===== config.mk =====
export PLATFORM = sky130hd
export DESIGN_NAME = mips_multicycle_control_fsm
export DESIGN_NICKNAME = d
export VERILOG_FILES = /design/src/rtl/mips_multicycle_control_fsm.sv
export SDC_FILE = /design/constraint.sdc
export NUM_CORES = 1
export LEC_CHECK = 0
export CAP_MARGIN = 10
export CORE_MARGIN = 8
export CORE_UTILIZATION = 50
export DETAILED_ROUTE_END_ITERATION = 8
export PLACE_DENSITY = 0.84
export SETUP_SLACK_MARGIN = 0.2
export SLEW_MARGIN = 20
export SYNTH_ARGS = -nofsm -noshare
export SYNTH_HDL_FRONTEND = slang
export SYNTH_SLANG_ARGS = --single-unit

===== constraint.sdc =====
create_clock -name in_clk -period 5.3 [get_ports in_clk]
set_clock_uncertainty 0.15 [all_clocks]
set_input_delay 1.06 -clock in_clk [delete_from_list [all_inputs] [get_ports in_clk]]
set_output_delay 1.06 -clock in_clk [all_outputs]
set_load 0.01 [all_outputs]

===== src/rtl/mips_multicycle_control_fsm.sv =====
// Multicycle control sequencer for data_tract_mips: latches the instruction, walks it through
// FETCH/DECODE/EXEC/MEM/WB and drives registered datapath controls, a PC-step strobe and a retire count.
module mips_multicycle_control_fsm #(
   parameter logic [5:0] ALU_ADD = 6'b000010,
   parameter logic [5:0] ALU_SUB = 6'b000110,
   parameter logic [5:0] ALU_AND = 6'b000000,
   parameter logic [5:0] ALU_OR  = 6'b000001,
   parameter logic [5:0] ALU_SLT = 6'b000111
) (
   input  logic        in_clk,
   input  logic        in_reset,
   input  logic        in_run,
   input  logic [31:0] in_instruction,
   output logic        out_pc_step,
   output logic        out_is_jump,
   output logic        out_r_1_en,
   output logic        out_r_2_en,
   output logic        out_w_en,
   output logic        out_reg_dst,
   output logic        out_alu_src,
   output logic        out_is_branch,
   output logic        out_mem_write,
   output logic        out_mem_to_reg,
   output logic [5:0]  out_alu_control,
   output logic        out_busy,
   output logic        out_illegal,
   output logic [31:0] out_retired
);

   typedef enum logic [2:0] {StIdle, StFetch, StDecode, StExec, StMem, StWb, StHalt} state_e;
   typedef enum logic [2:0] {ClsR, ClsAddi, ClsLw, ClsSw, ClsBeq, ClsJ, ClsIllegal} cls_e;

   typedef struct packed {
      logic       pc_step;
      logic       is_jump;
      logic       r_1_en;
      logic       r_2_en;
      logic       w_en;
      logic       reg_dst;
      logic       alu_src;
      logic       is_branch;
      logic       mem_write;
      logic       mem_to_reg;
      logic [5:0] alu_control;
      logic       busy;
      logic       illegal;
   } ctrl_t;

   state_e      state_q, state_d;
   logic [31:0] ir_q, ir_d;
   ctrl_t       ctrl_q, ctrl_d;
   logic [31:0] retired_q;
   cls_e        cls;
   logic [5:0]  alu_sel;
   state_e      boundary;

   // Register fields are consumed by the datapath, not by this sequencer.
   logic unused_ir;
   assign unused_ir = ^ir_q[25:6];

   always_comb begin
      cls     = ClsIllegal;
      alu_sel = ALU_AND;
      case (ir_q[31:26])
         6'h00: begin
            case (ir_q[5:0])
               6'h20: begin cls = ClsR; alu_sel = ALU_ADD; end
               6'h22: begin cls = ClsR; alu_sel = ALU_SUB; end
               6'h24: begin cls = ClsR; alu_sel = ALU_AND; end
               6'h25: begin cls = ClsR; alu_sel = ALU_OR;  end
               6'h2A: begin cls = ClsR; alu_sel = ALU_SLT; end
               default: ;
            endcase
         end
         6'h23:   begin cls = ClsLw;   alu_sel = ALU_ADD; end
         6'h2B:   begin cls = ClsSw;   alu_sel = ALU_ADD; end
         6'h04:   begin cls = ClsBeq;  alu_sel = ALU_SUB; end
         6'h08:   begin cls = ClsAddi; alu_sel = ALU_ADD; end
         6'h02:   begin cls = ClsJ;    alu_sel = ALU_AND; end
         default: ;
      endcase
   end

   // in_run is only looked at when an instruction retires or while idle.
   always_comb begin
      boundary = in_run ? StFetch : StIdle;
      state_d  = state_q;
      ir_d     = ir_q;
      case (state_q)
         StIdle:   if (in_run) state_d = StFetch;
         StFetch: begin
            ir_d    = in_instruction;
            state_d = StDecode;
         end
         StDecode: state_d = (cls == ClsIllegal) ? StHalt : StExec;
         StExec: begin
            case (cls)
               ClsLw, ClsSw:  state_d = StMem;
               ClsBeq, ClsJ:  state_d = boundary;
               default:       state_d = StWb;
            endcase
         end
         StMem:    state_d = (cls == ClsSw) ? boundary : StWb;
         StWb:     state_d = boundary;
         StHalt:   state_d = StHalt;
         default:  state_d = StIdle;
      endcase
   end

   // Outputs are computed for the state being entered and registered alongside it.
   always_comb begin
      ctrl_d         = '0;
      ctrl_d.busy    = !(state_d inside {StIdle, StHalt});
      ctrl_d.illegal = (state_d == StHalt);
      if (state_d inside {StExec, StMem, StWb}) begin
         ctrl_d.alu_control = alu_sel;
         ctrl_d.alu_src     = cls inside {ClsAddi, ClsLw, ClsSw};
         ctrl_d.reg_dst     = (cls == ClsR);
      end
      case (state_d)
         StDecode: begin
            ctrl_d.r_1_en = 1'b1;
            ctrl_d.r_2_en = 1'b1;
         end
         StExec: begin
            ctrl_d.is_branch = (cls == ClsBeq);
            ctrl_d.is_jump   = (cls == ClsJ);
            ctrl_d.pc_step   = cls inside {ClsBeq, ClsJ};
         end
         StMem: begin
            ctrl_d.mem_write = (cls == ClsSw);
            ctrl_d.pc_step   = (cls == ClsSw);
         end
         StWb: begin
            ctrl_d.w_en       = 1'b1;
            ctrl_d.pc_step    = 1'b1;
            ctrl_d.mem_to_reg = (cls == ClsLw);
         end
         default: ;
      endcase
   end

   always_ff @(posedge in_clk or posedge in_reset) begin
      if (in_reset) begin
         state_q   <= StIdle;
         ir_q      <= '0;
         ctrl_q    <= '0;
         retired_q <= '0;
      end else begin
         state_q <= state_d;
         ir_q    <= ir_d;
         ctrl_q  <= ctrl_d;
         if (ctrl_d.pc_step) retired_q <= retired_q + 32'd1;
      end
   end

   assign out_pc_step     = ctrl_q.pc_step;
   assign out_is_jump     = ctrl_q.is_jump;
   assign out_r_1_en      = ctrl_q.r_1_en;
   assign out_r_2_en      = ctrl_q.r_2_en;
   assign out_w_en        = ctrl_q.w_en;
   assign out_reg_dst     = ctrl_q.reg_dst;
   assign out_alu_src     = ctrl_q.alu_src;
   assign out_is_branch   = ctrl_q.is_branch;
   assign out_mem_write   = ctrl_q.mem_write;
   assign out_mem_to_reg  = ctrl_q.mem_to_reg;
   assign out_alu_control = ctrl_q.alu_control;
   assign out_busy        = ctrl_q.busy;
   assign out_illegal     = ctrl_q.illegal;
   assign out_retired     = retired_q;

endmodule

==> summary.md <==
| Metric | Value |
|---|---|
| Final core area utilization | 64.94% |
| CP Class | input port to register |
| Reg2Reg Launch Point | ir_q[27] |
| Internal power | 1057 uW |
| N_diodes | 0 |
| Cell Rows | 28 |
| Worst-path clk slew | 0.07 ns |
| Setup bufs post-CTS | 0 |
| Worst hold stages | 1 |
| WL met1 | 2.735 mm |
| Syn-to-layout area delta | 28.42% |
| Vias per cell | 5.358 |
| Cell Area, Placed | 3558 um2 |
| NetSw | 581.1 uW |
| Final Hold Vio Count | 0 |
| Start point of the critical path | in_run |
| Max reg flops | 32 |
| RSZ-0062 raised after global routing | no |
| Netlist cell types | 53 |
| H-tree lvl count | 3 |
| Reg2Reg Setup Slack | 2.40 ns |
| Longest Clk Path Bufs | 2 |
| DRT antenna net count | 0 |
| Maximum clock rate | 337.1 MHz |
| Total negative setup slack | 0 ns |
| Hold path endpoint | out_retired[31] |
| Vias in the first global route | 2171 |
| Final net count | 356 |
| # resized after CTS | 0 |
| Warnings from Yosys | 0 |
| Status | completed |
| Seq pwr share | 41.8% |
| Max-Cap Viols | 0 |
| Final Critical Period | 2.966 ns |
| Number of setup violations in the final report | 0 |
| DRT iter0 DRCs | 125 |
| Worst slew pin tran | 0.8286 ns |
| Leak | 0.001549 uW |
| Initial Util | 50.56% |
| Highest metal used | met4 |
| EDFF count, synth | 0 |
| Die area | 8548 um2 |
| Num Clock Sinks | 61 |
| Worst setup EP type | register |
| Die Span X | 92.46 um |
| Hold Buf Count CTS | 0 |
| Largest net degree at the start of global routing | 62 |
| Normalized max-slew margin | 44.25% |
| Post-Synthesis Cell Area | 2923 um2 |
| Gp weighted congestion | 0.8499 |
| Switch share | 35.47% |
| WL/cell | 15.27 um |
| Worst Hold Class | register to register |
| Pwr dens | 436.5 nW/um2 |
| Ys async rst share | 100.0% |
| Total number of vias | 2143 |
| CP Data Required Time | 5.37 ns |
| Grt ovf | 0 |
| GRT Overall Usage | 15.31% |
| Detail Placement HPWL | 4.443 mm |
| Layout cells sized above 1 | 13.85% |
| IO Pins | 85 |
| Post-route clock period utilization | 55.97% |
| Avg Inst Size Synth | 11.37 um2 |
| Fin. max-slew vios | 0 |
| Crit path DAT | 3.04 ns |
| Die outline height | 92.46 um |
| Peak supply drop | 0.0002835 V |
| Core Area | 5781 um2 |
| Clock power share | 24.4% |
| Synth Register Bits | 61 |
| First-pass GRT wire length | 10.58 mm |
| Wire length on met2 | 2.956 mm |
| Commonest non-fill, non-tap cells in the layout | clkdlybuf4s50_1 (61), dfrtp_1 (61), xnor2_1 (25) |
| Hold Path Origin | out_retired[31] |
| WL met3 | 276 um |
| Worst Reg-to-Reg Cells | 6 |
| Startpoint types | input port |
| Final instance area | 3754 um2 |
| Synthesized instance count | 257 |
| Worst-path fanout max | 24 |
| Worst skew pair latency | 0.34 ns |
| Sequential-to-total area share from yosys stat | 52.23% |
| Initial antenna violation count | 0 |
| TritonCTS clock tree | yes |
| Pre-Repair DR Iteration Count | 4 |
| Routed WL | 6.106 mm |
| Inserted Clock Buffers | 9 |
| R2R Path End | out_retired[1] |
| Buffers on Ports | 61 |
| Residual DRC | 0 |
| Root buf cell | clkbuf_8 |
| Part of the power in combinational logic | 33.9% |
| Predominant post-synthesis flop cell | dfrtp_1 |
routing by layer:
metal  vias to the layer above  GRT usage [%]
met3                        12          3.479
li1                       1034              -
met5                         -              0
met4                         0          8.188
met1                      1040          19.07
met2                        57          24.26
power groups by stage:
stage                     clock network, uW  registers (uW)  logic [uW]
after global routing                    430             702         616
final                                   399             684         555
after detailed placement                  0             689         554
after floorplan                           0             660         432
after global placement                    0             688         545
after CTS                               407             681         558
through the flow:
step                instances  power (uW)  hold WS, ns  worst slack [ns]
finish                    400        1638       0.3339             2.334
floorplan                 259        1092       0.3227             2.577
detailed placement        384        1244       0.3076             1.979
global route              400        1749       0.3557             2.224
global placement          384        1232       0.3203             2.000
CTS                       400        1646       0.3284             2.332
synthesized netlist by cell type, drive strengths merged (2+ instances only):
cell / instances / area share [%]
a31oi: 4 / 0.86
nand3: 19 / 3.6
clkbuf: 3 / 0.39
or4: 2 / 0.64
nor4: 8 / 1.7
mux2: 13 / 5.0
or2: 2 / 0.43
dfrtp: 61 / 52
nor2b: 4 / 0.86
xor2: 8 / 2.4
o21ai: 4 / 0.68
nor3b: 2 / 0.51
nor2: 12 / 1.5
nor3: 9 / 1.7
nand4: 13 / 3.2
o21a: 2 / 0.51
and3: 5 / 1.1
nand2b: 5 / 1.1
and2: 5 / 1.1
nor4b: 2 / 0.60
or3: 3 / 0.73
inv: 6 / 0.86
buf: 9 / 2.5
xnor2: 25 / 7.5
nand2: 12 / 1.5
worst max-delay path, stage by stage:
cell             delay [ns]
clkdlybuf4s50_1        0.51
nor3_1                 0.07
o311ai_1               0.52
o32ai_4                0.23
inv_4                  0.27
mux2_2                 0.37
logic make-up after synthesis:
logic type,Yosys count,share of synthesized area [%]
AOI/OAI and AO/OA,20,6.079
xor gates and xnor gates,33,9.889
adders and majority gates,2,0.7705
buffers and inverters,18,3.724
DFF,61,52.23
muxes,14,5.351
other,1,0.1283
and+or+nand+nor,108,21.83
worst max path at each step:
stage / end / slack [ns] / cells past startpoint
floorplan: ir_q[0] / 2.58 / 1
global route: out_retired[28] / 2.22 / 7
detailed placement: out_retired[1] / 1.98 / 6
CTS: out_retired[1] / 2.33 / 6
finish: out_retired[1] / 2.33 / 6
global placement: out_retired[1] / 2.00 / 6
area by class of cell:
type | count | area [um2]
Inverter | 6 | 25.02
Sequential cell | 61 | 1526
Clock buffer | 12 | 145.1
Fill cell | 464 | 2027
Timing Repair Buffer | 62 | 618.1
Multi-Input combinational cell | 180 | 1297
Clock inverter | 4 | 47.55
Tap cell | 75 | 93.84
(Power assumes the default switching activity.)
